**src/rtl/sm_uart_msg_pkg.sv**
```systemverilog
`default_nettype none
// ============================================================================
//  Module      : sm_uart_msg_pkg
//  Description : Shared constants, parser state encoding and character
//                classification helper for the UART path-message decoder.
//                No ports (package).
//  Revision    : 1.0 - initial release
// ============================================================================
package sm_uart_msg_pkg;

  // Framing characters
  localparam logic [7:0] CH_START = 8'h2D;  // '-'
  localparam logic [7:0] CH_SEP   = 8'h2D;  // '-'
  localparam logic [7:0] CH_END   = 8'h23;  // '#'
  localparam logic [7:0] CH_ZERO  = 8'h30;  // '0'

  typedef enum logic [0:0] {
    IDLE    = 1'b0,
    COLLECT = 1'b1
  } state_e;

  // True for ASCII '0'..'9'
  function automatic logic is_digit(input logic [7:0] b);
    return (b >= CH_ZERO) && (b <= 8'h39);
  endfunction

endpackage
`default_nettype wire

```
**src/rtl/sm_ascii_dec_acc.sv**
```systemverilog
`default_nettype none
// ============================================================================
//  Module      : sm_ascii_dec_acc
//  Description : Decimal accumulator for one path-number field. Builds
//                acc = acc*10 + digit, counts digits and flags an attempt to
//                add a digit beyond MAX_DIGITS.
//  Ports       : clk, rst        - clock, async active-high reset
//                clear           - zero acc and digit count
//                load_digit      - append digit (ignored when full)
//                digit[3:0]      - binary value of the ASCII digit
//                acc[ACC_W-1:0]  - accumulated value
//                digit_cnt       - digits in the current field
//                has_digits      - digit_cnt != 0
//                overflow        - load_digit while already MAX_DIGITS
//  Revision    : 1.0 - initial release
// ============================================================================
module sm_ascii_dec_acc #(
  parameter int MAX_DIGITS = 2,
  parameter int ACC_W      = 4 * MAX_DIGITS,
  parameter int CNT_W      = $clog2(MAX_DIGITS + 1)
) (
  input  logic             clk,
  input  logic             rst,
  input  logic             clear,
  input  logic             load_digit,
  input  logic [3:0]       digit,
  output logic [ACC_W-1:0] acc,
  output logic [CNT_W-1:0] digit_cnt,
  output logic             has_digits,
  output logic             overflow
);

  logic             full;
  logic [ACC_W-1:0] acc_next;

  assign full       = (digit_cnt == CNT_W'(MAX_DIGITS));
  assign has_digits = (digit_cnt != '0);
  assign overflow   = load_digit && full;

  // acc*10 as (acc<<3)+(acc<<1); ACC_W=4*MAX_DIGITS always holds 10^MAX_DIGITS-1
  assign acc_next = (acc << 3) + (acc << 1) + ACC_W'(digit);

  always_ff @(posedge clk or posedge rst) begin
    if (rst) begin
      acc       <= '0;
      digit_cnt <= '0;
    end else if (clear) begin
      acc       <= '0;
      digit_cnt <= '0;
    end else if (load_digit && !full) begin
      acc       <= acc_next;
      digit_cnt <= digit_cnt + 1'b1;
    end
  end

endmodule
`default_nettype wire

```
**src/rtl/sm_uart_rx_path_decoder.sv**
```systemverilog
`default_nettype none
// ============================================================================
//  Module      : sm_uart_rx_path_decoder
//  Description : Parses "-<num>-<num>-...#" ASCII frames from the UART RX
//                core and publishes an atomically updated path availability
//                mask (bit=0 -> path blocked). Range check, digit limit and
//                inter-byte timeout abort a frame without touching paths_av.
//  Ports       : clk, rst        - clock, async active-high reset
//                rx_valid        - one-cycle byte strobe
//                rx_byte[7:0]    - received ASCII byte
//                paths_av        - committed availability mask
//                frame_done      - pulse: frame accepted, paths_av updated
//                frame_err       - pulse: frame aborted
//                busy            - frame in progress
//  Revision    : 1.0 - initial release
// ============================================================================
module sm_uart_rx_path_decoder
  import sm_uart_msg_pkg::*;
#(
  parameter int                 N_PATHS        = 17,
  parameter logic [N_PATHS-1:0] DEFAULT_MASK   = 17'h1FF7F,
  parameter int                 MAX_DIGITS     = 2,
  parameter bit                 MERGE          = 1'b0,
  parameter int                 TIMEOUT_CYCLES = 50000
) (
  input  logic               clk,
  input  logic               rst,
  input  logic               rx_valid,
  input  logic [7:0]         rx_byte,
  output logic [N_PATHS-1:0] paths_av,
  output logic               frame_done,
  output logic               frame_err,
  output logic               busy
);

  localparam int ACC_W = 4 * MAX_DIGITS;
  localparam int CNT_W = $clog2(MAX_DIGITS + 1);

  localparam logic [0:0] S_IDLE    = IDLE;
  localparam logic [0:0] S_COLLECT = COLLECT;

  logic [0:0]         state;
  logic [N_PATHS-1:0] work_mask;

  logic [ACC_W-1:0]   acc;
  logic [CNT_W-1:0]   digit_cnt;
  logic               has_digits;
  logic               overflow;

  logic               in_collect;
  logic               byte_digit;
  logic               byte_sep;
  logic               byte_end;
  logic               acc_clear;
  logic               acc_load;
  logic [N_PATHS-1:0] clr_onehot;
  logic [N_PATHS-1:0] field_mask;
  logic               field_bad;
  logic               timeout;
  logic               abort;

  assign in_collect = (state == S_COLLECT);
  assign busy       = in_collect;
  assign byte_digit = is_digit(rx_byte);
  assign byte_sep   = (rx_byte == CH_SEP);
  assign byte_end   = (rx_byte == CH_END);

  // Field boundaries (and frame start, which is the same character) wipe the
  // accumulator; a stale field left by an abort is wiped by the next '-'.
  assign acc_clear = rx_valid && (byte_sep || byte_end);
  assign acc_load  = in_collect && rx_valid && byte_digit;

  sm_ascii_dec_acc #(
    .MAX_DIGITS (MAX_DIGITS),
    .ACC_W      (ACC_W),
    .CNT_W      (CNT_W)
  ) u_acc (
    .clk        (clk),
    .rst        (rst),
    .clear      (acc_clear),
    .load_digit (acc_load),
    .digit      (rx_byte[3:0]),  // low nibble of '0'..'9' is the digit value
    .acc        (acc),
    .digit_cnt  (digit_cnt),
    .has_digits (has_digits),
    .overflow   (overflow)
  );

  // One-hot decode of the accumulated path number; all-zero when out of range
  for (genvar i = 0; i < N_PATHS; i++) begin : g_clr
    assign clr_onehot[i] = (int'(acc) == i);
  end

  // Mask after committing the pending field (if any); empty field is a no-op
  assign field_bad  = has_digits && !(int'(acc) < N_PATHS);
  assign field_mask = has_digits ? (work_mask & ~clr_onehot) : work_mask;

  // Inter-byte timeout: expiry is the idle cycle that would bring the timer
  // to TIMEOUT_CYCLES. A valid byte in that cycle takes priority.
  if (TIMEOUT_CYCLES > 0) begin : g_timer
    localparam int TMR_W = $clog2(TIMEOUT_CYCLES + 1);
    logic [TMR_W-1:0] timer;

    always_ff @(posedge clk or posedge rst) begin
      if (rst) begin
        timer <= '0;
      end else if (rx_valid || !in_collect) begin
        timer <= '0;
      end else begin
        timer <= timer + 1'b1;
      end
    end

    assign timeout = in_collect && !rx_valid &&
                     (timer == TMR_W'(TIMEOUT_CYCLES - 1));
  end else begin : g_no_timer
    assign timeout = 1'b0;
  end

  always_comb begin
    abort = 1'b0;
    if (in_collect) begin
      if (rx_valid) begin
        if (byte_digit)                 abort = overflow;
        else if (byte_sep || byte_end)  abort = field_bad;
        else                            abort = 1'b1;
      end else begin
        abort = timeout;
      end
    end
  end

  always_ff @(posedge clk or posedge rst) begin
    if (rst) begin
      state      <= S_IDLE;
      work_mask  <= '1;
      paths_av   <= DEFAULT_MASK;
      frame_done <= 1'b0;
      frame_err  <= 1'b0;
    end else begin
      frame_done <= 1'b0;
      frame_err  <= abort;
      if (!in_collect) begin
        if (rx_valid && (rx_byte == CH_START)) begin
          state     <= S_COLLECT;
          work_mask <= MERGE ? paths_av : '1;
        end
      end else if (abort) begin
        state <= S_IDLE;
      end else if (rx_valid && byte_end) begin
        // Final commit and publication share one edge: no partial mask visible
        paths_av   <= field_mask;
        frame_done <= 1'b1;
        state      <= S_IDLE;
      end else if (rx_valid && byte_sep) begin
        work_mask <= field_mask;
      end
    end
  end

endmodule
`default_nettype wire

```
**config.mk**
```make
export PLATFORM = sky130hd
export DESIGN_NAME = sm_uart_rx_path_decoder
export DESIGN_NICKNAME = d
export VERILOG_FILES = /design/src/rtl/sm_uart_msg_pkg.sv /design/src/rtl/sm_ascii_dec_acc.sv /design/src/rtl/sm_uart_rx_path_decoder.sv
export SDC_FILE = /design/constraint.sdc
export NUM_CORES = 1
export LEC_CHECK = 0
export ABC_AREA = 1
export CAP_MARGIN = 10
export CORE_MARGIN = 1.5
export CORE_UTILIZATION = 44
export CTS_CLUSTER_DIAMETER = 80
export CTS_CLUSTER_SIZE = 25
export DETAILED_ROUTE_END_ITERATION = 8
export PLACE_DENSITY_LB_ADDON = 0.25
export RECOVER_POWER = 50
export SYNTH_ARGS = -nofsm -noshare
export SYNTH_HDL_FRONTEND = slang
export SYNTH_SLANG_ARGS = --single-unit
```
**constraint.sdc**
```tcl
create_clock -name clk -period 2.2 [get_ports clk]
set_input_delay 0.44 -clock clk [delete_from_list [all_inputs] [get_ports clk]]
set_output_delay 0.44 -clock clk [all_outputs]
set_load 0.01 [all_outputs]
```
* Word level (Yosys, flattened, before mapping)
Index checks and enable logic that the tools add are counted.
Cells by class: multiplexer cells 22, bitwise logic cells 3, add/sub/neg operators 4, reductions and logical operators 24, div/mod/pow operators 0, shift-type cells 0, equality and inequality tests 22, order comparisons 3, multiply operators 0
Operators with widths (count):
- 17-bit 2-to-1 mux | 6
- 8-bit by 5-bit == test with 1-bit output, second input constant | 8
- 8-bit by 4-bit == test with 1-bit output, second input constant | 4
- 8-bit by 6-bit == test with 1-bit output, second input constant | 3
- 17-bit bitwise AND | 1
- 17-bit inverter | 1
- 16-bit by 1-bit adder with 16-bit output, second input constant | 1
- 16-bit == test, second input constant | 1
- 8-bit by 3-bit == test with 1-bit output, second input constant | 2
- 16-bit 2-to-1 mux | 1
- 8-bit 2-to-1 mux | 2
- 1-bit logical AND | 11
- 1-bit 2-to-1 mux | 11
- 8-bit by 4-bit adder with 8-bit output | 1
- 8-bit adder | 1
- 8-bit by 2-bit == test with 1-bit output, second input constant | 1
- 8-bit by 6-bit greater-or-equal comparator with 1-bit output, second input constant | 1
- 8-bit by 6-bit less-or-equal comparator with 1-bit output, second input constant | 1
- 8-bit logical NOT | 1
- 8-bit by 5-bit less-than comparator with 1-bit output, second input constant | 1
- 2-bit nonzero test | 3
- 1-bit logical NOT | 4
- 2-bit 2-to-1 mux | 2
- 2-bit != test, second input constant | 2
- other kinds (7) | 8
Storage, ports and cells: latch bits 0, logic and storage cells 86, memories kept 0, bits in writable memories 0, memory bits (read-only) 0, flip-flop bits (word level) 63

* Depth between registers and ports, before layout
Gate-level depths: netlist of run 1.
depth in word-level cells 9, gate-level depth with buffers 14, gate-level depth less buffers 13

* Modules after synthesis
From an unflattened synthesis of run 1, not the netlist that was laid out.
Unflattened totals: cells, all modules 473, area total of the unflattened synthesis 3767.4 µm²
By module, submodules not included:
- sm_uart_rx_path_decoder | area an instance 2951.6 µm², instances 1, seq. area each 1367.6 µm², cells each 363
- sm_ascii_dec_acc | area an instance 815.8 µm², instances 1, seq. area each 250.2 µm², cells each 110

* Least setup slack after synthesis of run 1
Ideal clock, no wire load.
kind input to register, start input rx_byte[3], end register u_acc.acc[6], arrival time 1884 ps, setup slack 200 ps, path buffers 0, stages 7, cell sequence fa_1 > fa_1 > a21oi_1 > o21ai_0 > xor2_1 > nand2_1 > nand2_1
On the way: cells in the longest elaborated chain, start to end 5
Ends and longest elaborated chain:
- start: declaration | line sm_uart_rx_path_decoder.sv:29 | input logic [7:0] rx_byte,
- 8-bit by 6-bit greater-or-equal comparator with 1-bit output / 8-bit by 6-bit less-or-equal comparator with 1-bit output (equally long branches) | line sm_uart_msg_pkg.sv:24 | return (b >= CH_ZERO) && (b <= 8'h39);
- 1-bit logical AND | line sm_uart_msg_pkg.sv:24
- 1-bit logical AND | line sm_uart_rx_path_decoder.sv:71 | assign acc_load = in_collect && rx_valid && byte_digit;
- 1-bit logical AND | line sm_ascii_dec_acc.sv:50 | end else if (load_digit && !full) begin
- 2-bit nonzero test (no source line)
- end signal: assignment | line sm_ascii_dec_acc.sv:51 | acc <= acc_next;
- end: declaration | line sm_ascii_dec_acc.sv:27 | output logic [ACC_W-1:0] acc,
Parallel ways exist; a longest one is shown, timed or not. The select of a mux whose other input is x is not followed. A chain may end at the register's enable or synchronous reset.

* Worst setup path after layout of run 1
Same ends and word-level chain as after synthesis.

==> reports/qor.yml, run 1 <==
logic_synthesis:
  synthAdderAreaFrac: 0.0571
  yosysSeqAreaShare: 0.456
  muxShareOfSynthArea: 0
  yosys.area_share.simple: 0.300
  synth-edff-count: 0
  syn-mean-instance-area_um2: 8.68
  synth_cell_type_count: 40
  synth_compound_area_frac: 0.105
  postSynthCellCount: 409
  yosysWarnings: 0
  synth_nets: 435
  synthFlopType: "dfstp_2"
  synth_top_family_by_area: "simple AND/OR/NAND/NOR gates"
  synth_area_um2: 3550
  ys_seq_elements: 63
  synth-async-reset-ratio: 1.00
  synth_xor_area_frac: 0.0123
drt:
  dr.max_layer_used: "met4"
  vias_per_cell: 4.95
  drcViolationCount: 0
  ant_nets: 0
  route.met2.wl_um: 3760
  wl_per_cell_um: 13.1
  dr.pass1.iters: 5
  routed-via-count: 2819
  drt-met1-wl_um: 3290
  wl_um: 7440
  wl_met3_um: 254
  drtIter0Drc: 79
worst_setup_path:
  r2r-end: "u_acc.acc[7]"
  ff2ff_setup_slack_ps: 200
  critPathCaptureType: "flip-flop"
  start_kind: "primary input"
  cpPeakStageDelay_ps: 500
  r2r_cells: 10
  worstPathRequired_ps: 2440
  critPathMaxFanout: 2
  cp_data_arrival_time_ps: 2350
  timing.rr.start: "u_acc.acc[1]"
  crit_path_top_delay_cell: "clkdlybuf4s50_1"
  crit_type: "primary input to flip-flop"
  path_cells: "clkdlybuf4s50_1, fa_2, fa_2, a21oi_1, o21ai_0, xor2_1, nand2_1, nand2_1"
  cp.buffers_inverters: 1
  critPathTopFamily: "adder cells"
pwr:
  ir_drop_mv: 0.319
  combinationalPowerShare: 0.170
  p_int_uw: 1880
  clockPowerShare: 0.364
  p_leak_uw: 0.00181
  p_sw_frac: 0.275
  switchingPower_uw: 710
  seqPwrFrac: 0.466
  power_density_nw_per_um2: 603
hold_path:
  min_path_type: "flip-flop to flip-flop"
  whs_path_depth: 2
  hold_end: "work_mask[7]"
  worstHoldStart: "work_mask[7]"
finish:
  final_common_cell: "nand2_1"
  most-common-layout-cells: "nand2_1 (119), inv_1 (37), dfstp_2 (33)"
  drive_gt1_frac: 0.267
  num-fill-cells: 730
  fin_util: 0.552
  n_antenna_cell: 0
  fin_nets: 489
  syn_to_final_growth_pct: 20.7
global_route:
  grt.total_usage: 0.189
  grt.overflow.total: 0
  antenna_found_initial: 0
  grt_pass1_vias: 2784
  grt_max_degree: 36
  grt_pass1_wl_um: 12700
placed_design:
  dp_hpwl_um: 5530
  io_buffers: 30
  finalWeightedCongestion: 0.837
clock_tree:
  cts_inserted_buffers: 9
  cts_sinks: 63
  htreeDepth: 3
  clk_pin_slew_worst_paths_ps: 60
  cts.hold.buffers_added: 0
  max-clock-path-buffers: 2
  insertion_delay_ps: 350
  cts_tree: "built"
  cts-root-buf: "clkbuf_8"
sta:
  hold_viol_final: 0
  drv_slew: 0
  finalCriticalPeriod_ps: 2110
  fin_hold_ws_ps: 462
  fmax_mhz: 474
  clock_skew_ps: 6.97
  fin_crit_sh: 0.959
  slew-limit-headroom: 0.435
  setup_viol: 0
  worst-slew-pin-transition_ps: 847
  rsz0062_at_grt: "yes"
floorplanning:
  num_rows: 32
  fp.dieArea_um2: 8620
  boundaryPins: 31
  initial_utilization: 0.457
  core_um2: 7770
  die_w_um: 92.8
  die_h_um: 92.8
status:
  status: "completed"
run:
  drv_cap: 0
[worst reg2reg max path, cell delays in order (launching register included)]
cell and delay, ps:
dfrtp_1 470, ha_1 340, ha_1 350, a21oi_2 170, nand2_1 60, nand2_1 70
nand2_1 50, a21o_1 160, a21oi_1 120, o21ai_1 80, nand2_1 60
[synthesized netlist by cell type, types with 8 or more instances]
library cell,number,area (um^2)
nand2_1,119,447
inv_1,37,139
dfstp_2,33,867
dfrtp_1,30,751
nand3_1,28,140
nor2_1,27,101
o21ai_2,17,149
o21ai_0,14,70.1
ha_1,13,163
nand2_2,12,75.1
o21ai_1,12,60.1
a21oi_1,8,40.0
[power groups by stage]
| stage | Sequential [uW] | Clock, uW | Combinational, uW |
|---|---|---|---|
| final | 1210 | 940 | 440 |
| after global routing | 1210 | 1010 | 497 |
| after CTS | 1200 | 965 | 425 |
| after detailed placement | 1220 | 0 | 421 |
| after global placement | 1220 | 0 | 413 |
| after floorplan | 1230 | 0 | 259 |
[stage by stage]
step	std cells	setup TNS [ps]	setup slack, ps	power [uW]	instance area, um^2
after detailed placement	554	-3150	-372	1640	4100
final	570	0	91.3	2590	4280
after floorplan	409	0	200	1490	3550
after global placement	554	-1990	-323	1640	4100
after CTS	570	0	1.62	2590	4280
after global routing	570	-6.45	-6.45	2710	4280
[layout make-up]
type                    count  area, um^2  area share
repair buffers             52         489       0.114
multi-input cells         296        1710       0.399
inverters                  41         154      0.0359
well taps                 102         128      0.0298
flip-flops and latches     63        1620       0.378
clock inverters             3        17.5     0.00409
clock buffers              13         169      0.0394
[worst max-delay path by stage]
stage	from	end	slack [ps]	cells past startpoint
4_1_cts	rx_byte[3]	u_acc.acc[7]	2	10
3_5_place_dp	rx_byte[3]	u_acc.acc[7]	-370	10
6_report	rx_byte[3]	u_acc.acc[6]	90	8
3_3_place_gp	rx_byte[3]	u_acc.acc[7]	-320	10
5_1_grt	rx_byte[3]	u_acc.acc[6]	-6	8
2_1_floorplan	rx_byte[3]	u_acc.acc[6]	200	7
[metal layers]
layer	vias up	GRT usage
li1	1431	-
met1	1327	0.229
met2	48	0.319
met3	13	0.0534
met4	0	0.0669
met5	-	0
[state kept, by name, summed over array words and instances (netlist names)]
| signal | flops |
|---|---|
| busy | 1 |
| g_timer.timer | 16 |
| u_acc.digit_cnt | 2 |
| frame_done | 1 |
| frame_err | 1 |
| paths_av | 17 |
| u_acc.acc | 8 |
| work_mask | 17 |
[logic make-up after synthesis]
group,Yosys count
AND/OR/NAND/NOR,218
buffers and inverters,50
AO/OA/AOI/OAI,58
XOR/XNOR,5
adder cells (fa/ha/maj),15
flip-flops,63
[timing repair]
action	4_1_cts	5_1_grt
hold endpoints to repair	0	0
setup endpoints to repair	0	3
buffers inserted	0	0
gates resized for setup	0	6
Note: power is estimated with default switching activity, not from simulation.
==> run 2: changes to the inputs <==
--- a/config.mk
+++ b/config.mk
@@ -5,7 +5,6 @@
 export SDC_FILE = /design/constraint.sdc
 export NUM_CORES = 1
 export LEC_CHECK = 0
-export ABC_AREA = 1
 export CAP_MARGIN = 10
 export CORE_MARGIN = 1.5
 export CORE_UTILIZATION = 44
==> reports/qor.yml, run 2 <==
worst_setup_path:
  crit_path_top_delay_cell: "fa_2"
  start_kind: "flip-flop"
  crit_type: "flip-flop to flip-flop"
  critPathMaxFanout: 2  # unchanged
  cpPeakStageDelay_ps: 620  # +120 ps
  critPathTopFamily: "adder cells"
  timing.rr.start: "u_acc.acc[0]"
  critPathCaptureType: "flip-flop"
  path_cells: "fa_2, ha_1, a21o_1, a21oi_2, o21ai_2, xnor2_1, a22o_1"
  cp.buffers_inverters: 0  # -1
  startpoint: "u_acc.acc[0]"
  cp_data_arrival_time_ps: 2330  # -20 ps
  worstPathRequired_ps: 2440  # about the same
global_route:
  grtUsageMet1: 0.233  # +0.00330
  grt_pass1_wl_um: 11000  # -14%
  grt_pass1_vias: 2268  # -19%
  grt_busiest_layer: "met2"
  grt.total_usage: 0.185  # -0.00352
  grt_max_degree: 64  # +78%
  use_met3: 0.0429  # -0.0105
  grt.overflow.total: 0  # unchanged
  antenna_found_initial: 0  # unchanged
  use_met2: 0.306  # -0.0133
drt:
  routed-via-count: 2271  # -19%
  wl_um: 6450  # -13%
  drcViolationCount: 0  # unchanged
  drtIter0Drc: 50  # -37%
  ant_nets: 0  # unchanged
  dr.pass1.iters: 4  # -1
  vias_per_cell: 5.13  # +3.7%
  wl_per_cell_um: 14.6  # +12%
logic_synthesis:
  muxShareOfSynthArea: 0.0657  # +0.0657
  yosysSeqAreaShare: 0.502  # +0.0466
  synth_nets: 309  # -29%
  synth_cell_type_count: 46  # +15%
  synth_top_family_by_area: "simple AND/OR/NAND/NOR gates"
  yosys.area_share.simple: 0.148  # -0.152
  synthTopCellsByArea: "dfstp_2 (27%), dfrtp_1 (23%), ha_1 (5.1%)"
  synth.most_common_cell: "dfstp_2"
  yosys.area.top_type_share: 0.269  # +0.0250
  netlist_top_cells_count: "dfstp_2 (33), dfrtp_1 (30), nor2_1 (19)"
  synth_top_area_cell: "dfstp_2"
  synthFlopType: "dfstp_2"
  ys_seq_elements: 63  # unchanged
  synth_xor_area_frac: 0.0462  # +0.0339
  synth_area_um2: 3220  # -9.3%
  syn-mean-instance-area_um2: 11.4  # +31%
  synth_compound_area_frac: 0.142  # +0.0372
  synth-async-reset-ratio: 1.00  # unchanged
  synthAdderAreaFrac: 0.0629  # +0.00583
  postSynthCellCount: 283  # -31%
  synth-edff-count: 0  # unchanged
  yosysWarnings: 0  # unchanged
finish:
  drive_gt1_frac: 0.291  # +0.0236
  reg_top3: "paths_av: 17 flops, work_mask: 17 flops, g_timer.timer: 16 flops"
  most-common-layout-cells: "dfstp_2 (33), dfrtp_1 (30), clkdlybuf4s50_1 (27)"
  syn_to_final_growth_pct: 23.7
  fin_nets: 365  # -25%
  final_common_cell: "dfstp_2"
  n_antenna_cell: 0  # unchanged
  stdcell_count: 443  # -22%
clock_tree:
  cts_inserted_buffers: 9  # unchanged
  clk_pin_slew_worst_paths_ps: 80  # +20 ps
  cts-root-buf: "clkbuf_8"
  cts_sinks: 63  # unchanged
  insertion_delay_ps: 350  # about the same
  cts_tree: "built"
  cts_setup_buffers: 0  # unchanged
  htreeDepth: 3  # unchanged
  max-clock-path-buffers: 2  # unchanged
hold_path:
  worstHoldStart: "paths_av[2]"
  min_path_type: "flip-flop to flip-flop"
status:
  violations: "max-capacitance violations, max-slew violations"
  status: "finished with violations"
sta:
  rsz0062_at_grt: "no"
  drv_slew: 64  # +64
  clock_skew_ps: 8.60  # +1.63 ps
  finalCriticalPeriod_ps: 2090  # -16.0 ps
  hold_viol_final: 0  # unchanged
  fmax_mhz: 478  # +0.76%
  setup_viol: 0  # unchanged
  fin_crit_sh: 0.951  # -0.00726
  worst-slew-pin-transition_ps: 1510  # +662 ps
  slew-limit-headroom: -0.00606  # -0.441
placed_design:
  dp_hpwl_um: 4450  # -19%
  finalWeightedCongestion: 0.788  # -5.9%
  post-place-cells: 427  # -23%
  io_buffers: 30  # unchanged
floorplanning:
  num_rows: 31  # -3.1%
  core_um2: 7180  # -7.6%
  boundaryPins: 31  # unchanged
  fp.dieArea_um2: 7840  # -9.0%
  die_w_um: 88.6  # -4.6%
  die_h_um: 88.6  # -4.6%
  initial_utilization: 0.449  # -0.00817
pwr:
  p_total_uw: 2240  # -14%
  ir_drop_mv: 0.352  # +10%
  p_leak_uw: 0.00179  # -1.4%
  power_density_nw_per_um2: 561  # -7.0%
run:
  drv_cap: 1  # +1
## run 2: cell types whose count changed after synthesis, sizes merged, moves of 5 or more
cell    delta
o21ai     -29
nand3     -22
mux2      +13
nor2      -15
nand2    -117
xor2       +7
inv       -27
a211o     +11
xnor2      +5
a22o       +9
a21boi     +9
mux2i      +5
## run 2: kinds of logic after synthesis
logic type / count (synthesis)
and+or+nand+nor: 87
buffers and inverters: 22
AOI/OAI and AO/OA: 61
muxes: 18
xor gates and xnor gates: 17
adders and majority gates: 15
DFF: 63
## run 2: what timing repair did
item | in CTS | in global routing
pin swaps | 1 | 5
setup endpoints to repair | 3 | 3
hold buffers | 0 | 0
gates resized for setup | 4 | 5
## run 2: power by group
part	internal (uW)	switching [uW]	total (uW)
sequential	1180	4.54	1180
clock	479	482	962
combinational	41.1	51.1	92.2
total	1700	538	2240
## run 2: cell type report
type                    instances  area [um^2]
fillers                       628         3190
flip-flops and latches         63         1620
multi-input cells             198         1520
repair buffers                 53          480
clock buffers                  10          149
well taps                      99          124
inverters                      14         52.6
clock inverters                 6         41.3
## run 2: worst min-delay path: cells and delay by family, from the launching register on
family / cells / cell delay, ps
muxes: 1 / 60
DFF: 1 / 370
buffers and inverters: 1 / 40
## run 2: path summary, 6_finish.rpt
check / end / slack, ps / cells after the start
hold / removal: paths_av[2] / 470 / 2
max in group asynchronous: u_acc.acc[1] / 390 / 3
hold reg to reg: paths_av[2] / 470 / 2
min in group asynchronous: g_timer.timer[3] / 910 / 3
setup reg to reg: u_acc.acc[7] / 110 / 7
setup / recovery: u_acc.acc[7] / 110 / 7
## run 2: routing by layer
layer	up-vias	routed length, um	share of wire
met4	0	106	0.016
met3	9	166	0.026
met1	1109	2990	0.46
met2	31	3190	0.49
met5	-	0	0
li1	1122	-	-
## run 2: metrics by stage
| stage | cell area, um^2 | hold slack [ps] | setup TNS, ps | worst slack (ps) | util |
|---|---|---|---|---|---|
| floorplan | 3220 | 448 | 0 | 15.3 | - |
| global placement | 3790 | 460 | -5960 | -486 | 0.528 |
| detailed placement | 3790 | 466 | -7300 | -568 | 0.528 |
| CTS | 3990 | 476 | 0 | 22.3 | 0.556 |
| global route | 3980 | 488 | 0 | 14.7 | 0.555 |
| finish | 3980 | 474 | 0 | 107 | 0.555 |
==> run 3: changes to the inputs <==
--- a/config.mk
+++ b/config.mk
@@ -6,6 +6,7 @@
 export NUM_CORES = 1
 export LEC_CHECK = 0
 export CAP_MARGIN = 10
+export CORE_ASPECT_RATIO = 1.2
 export CORE_MARGIN = 1.5
 export CORE_UTILIZATION = 44
 export CTS_CLUSTER_DIAMETER = 80
==> reports/qor.yml, run 3 (same netlist as run 2, synthesis figures left out) <==
global_route:
  grt_pass1_wl_um: 11100  # +1.3%
  use_met3: 0.0311  # -0.0118
  grt_pass1_vias: 2391  # +5.4%
  use_met2: 0.300  # -0.00604
  grt.overflow.total: 0  # unchanged
  grtUsageMet1: 0.235  # +0.00195
  grt_max_degree: 64  # unchanged
  grt.total_usage: 0.185  # -0.000315
  antenna_found_initial: 0  # unchanged
  grt_busiest_layer: "met2"
placed_design:
  dpl_cell_area_um2: 3780  # -0.30%
  io_buffers: 30  # unchanged
  post-place-cells: 418  # -2.1%
  finalWeightedCongestion: 0.813  # +3.2%
  dp_hpwl_um: 4540  # +2.1%
  pre_cts_slack_ps: -560  # +7.38 ps
worst_setup_path:
  start_kind: "flip-flop"
  critPathCaptureType: "flip-flop"
  critPathTopFamily: "adder cells"
  r2r-end: "u_acc.acc[7]"
  cp_data_arrival_time_ps: 2360  # +30 ps
  startpoint: "u_acc.acc[0]"
  r2r_cells: 7  # unchanged
  critPathCapture: "u_acc.acc[7]"
  cp_num_cells: 7  # unchanged
  cp.buffers_inverters: 0  # unchanged
  timing.rr.start: "u_acc.acc[0]"
  crit_type: "flip-flop to flip-flop"
  cpPeakStageDelay_ps: 660  # +40 ps
  crit_path_top_delay_cell: "fa_2"
  path_cells: "fa_2, ha_4, a21o_1, a21oi_2, o21ai_2, xnor2_1, a22o_1"
  critPathMaxFanout: 2  # unchanged
  worstPathRequired_ps: 2440  # about the same
  ff2ff_setup_slack_ps: 80  # -30 ps
clock_tree:
  cts_inserted_buffers: 9  # unchanged
  cts_sinks: 63  # unchanged
  cts-root-buf: "clkbuf_8"
  cts.hold.buffers_added: 0  # unchanged
  clk_pin_slew_worst_paths_ps: 70  # about the same
  max-clock-path-buffers: 2  # unchanged
  insertion_delay_ps: 350  # about the same
  htreeDepth: 3  # unchanged
  cts_tree: "built"
hold_path:
  min_path_type: "flip-flop to flip-flop"
finish:
  drive_gt1_frac: 0.291  # unchanged
  stdcell_count: 434  # -2.0%
  fin_nets: 365  # unchanged
  syn_to_final_growth_pct: 24.9
  fin_area_um2: 4020  # +1.0%
  num-fill-cells: 599  # -4.6%
  most-common-layout-cells: "dfstp_2 (33), dfrtp_1 (30), clkdlybuf4s50_1 (26)"
  reg_top3: "paths_av: 17 flops, work_mask: 17 flops, g_timer.timer: 16 flops"
  final_common_cell: "dfstp_2"
  n_antenna_cell: 0  # unchanged
sta:
  worst-slew-pin-transition_ps: 1380  # -124 ps
  layout_setup_ws_ps: 76.6  # -30.6 ps
  setup_viol: 0  # unchanged
  slew-limit-headroom: 0.0768  # +0.0829
  clock_skew_ps: 6.18  # -2.42 ps
  fin_crit_sh: 0.965  # +0.0139
  setup_tns_ps: 0  # unchanged
  hold_viol_final: 0  # unchanged
  fmax_mhz: 471  # -1.4%
  finalCriticalPeriod_ps: 2120  # +30.6 ps
  drv_slew: 0  # -100%
floorplanning:
  core_um2: 7190  # +0.19%
  num_rows: 34  # +9.7%
  initial_utilization: 0.448  # -0.000859
  fp.dieArea_um2: 7840  # about the same
  boundaryPins: 31  # unchanged
  die_w_um: 81.1  # -8.4%
  die_h_um: 96.7  # +9.2%
pwr:
  p_leak_uw: 0.00180  # +0.67%
  ir_drop_mv: 0.412  # +17%
  power_density_nw_per_um2: 599  # +6.7%
status:
  status: "completed"
drt:
  routed-via-count: 2339  # +3.0%
  vias_per_cell: 5.39  # +5.1%
  wl_per_cell_um: 15.2  # +4.7%
  dr.pass1.iters: 4  # unchanged
  wl_um: 6620  # +2.6%
  drcViolationCount: 0  # unchanged
  ant_nets: 0  # unchanged
  drtIter0Drc: 80  # +60%
run:
  drv_cap: 0  # -1
run 3: per-layer routing:
layer	wire length, um	vias up
met2	3370	30
met4	131	0
met5	0	-
li1	-	1129
met1	2940	1167
met3	175	13
run 3: timing repair:
item | in CTS | in global routing
gates resized for setup | 4 | 7
buffers inserted | 0 | 0
setup endpoints to repair | 3 | 3
pin swaps | 1 | 3
run 3: power by group:
part	internal, uW	total (uW)	switching [uW]	leakage (uW)
clock network	684	1130	451	0.000118
registers	1180	1180	4.29	0.000763
logic	41.1	93.7	52.6	0.000919
run 3: stage by stage:
stage	utilization	hold slack [ps]	total power, uW
final	0.560	467	2410
after global routing	0.560	491	2490
after CTS	0.558	472	2430
after detailed placement	0.526	460	1300
after global placement	0.526	458	1300
after floorplan	-	448	1250
run 3: how the worst min path moves through the flow:
stage                         endpoint  slack (ps)          start  depth (start not counted)
final                      paths_av[3]         470    paths_av[3]                          2
after global routing       paths_av[3]         490    paths_av[3]                          2
after CTS                  paths_av[3]         470    paths_av[3]                          2
after detailed placement   paths_av[3]         460    paths_av[3]                          2
after global placement    paths_av[16]         460  work_mask[16]                          2
after floorplan           paths_av[16]         450  work_mask[16]                          2
run 3: tightest hold or removal path, stage by stage (launching register included):
cell	delay, ps
dfstp_2	370
inv_1	40
mux2i_1	50
run 3: area by class of cell:
| type | instances | area (um^2) | area share |
|---|---|---|---|
| flip-flops and latches | 63 | 1620 | 0.402 |
| multi-input cells | 198 | 1530 | 0.380 |
| repair buffers | 53 | 480 | 0.119 |
| clock buffers | 14 | 194 | 0.0482 |
| well taps | 90 | 113 | 0.0280 |
| inverters | 14 | 52.6 | 0.0131 |
| clock inverters | 2 | 35.0 | 0.00871 |
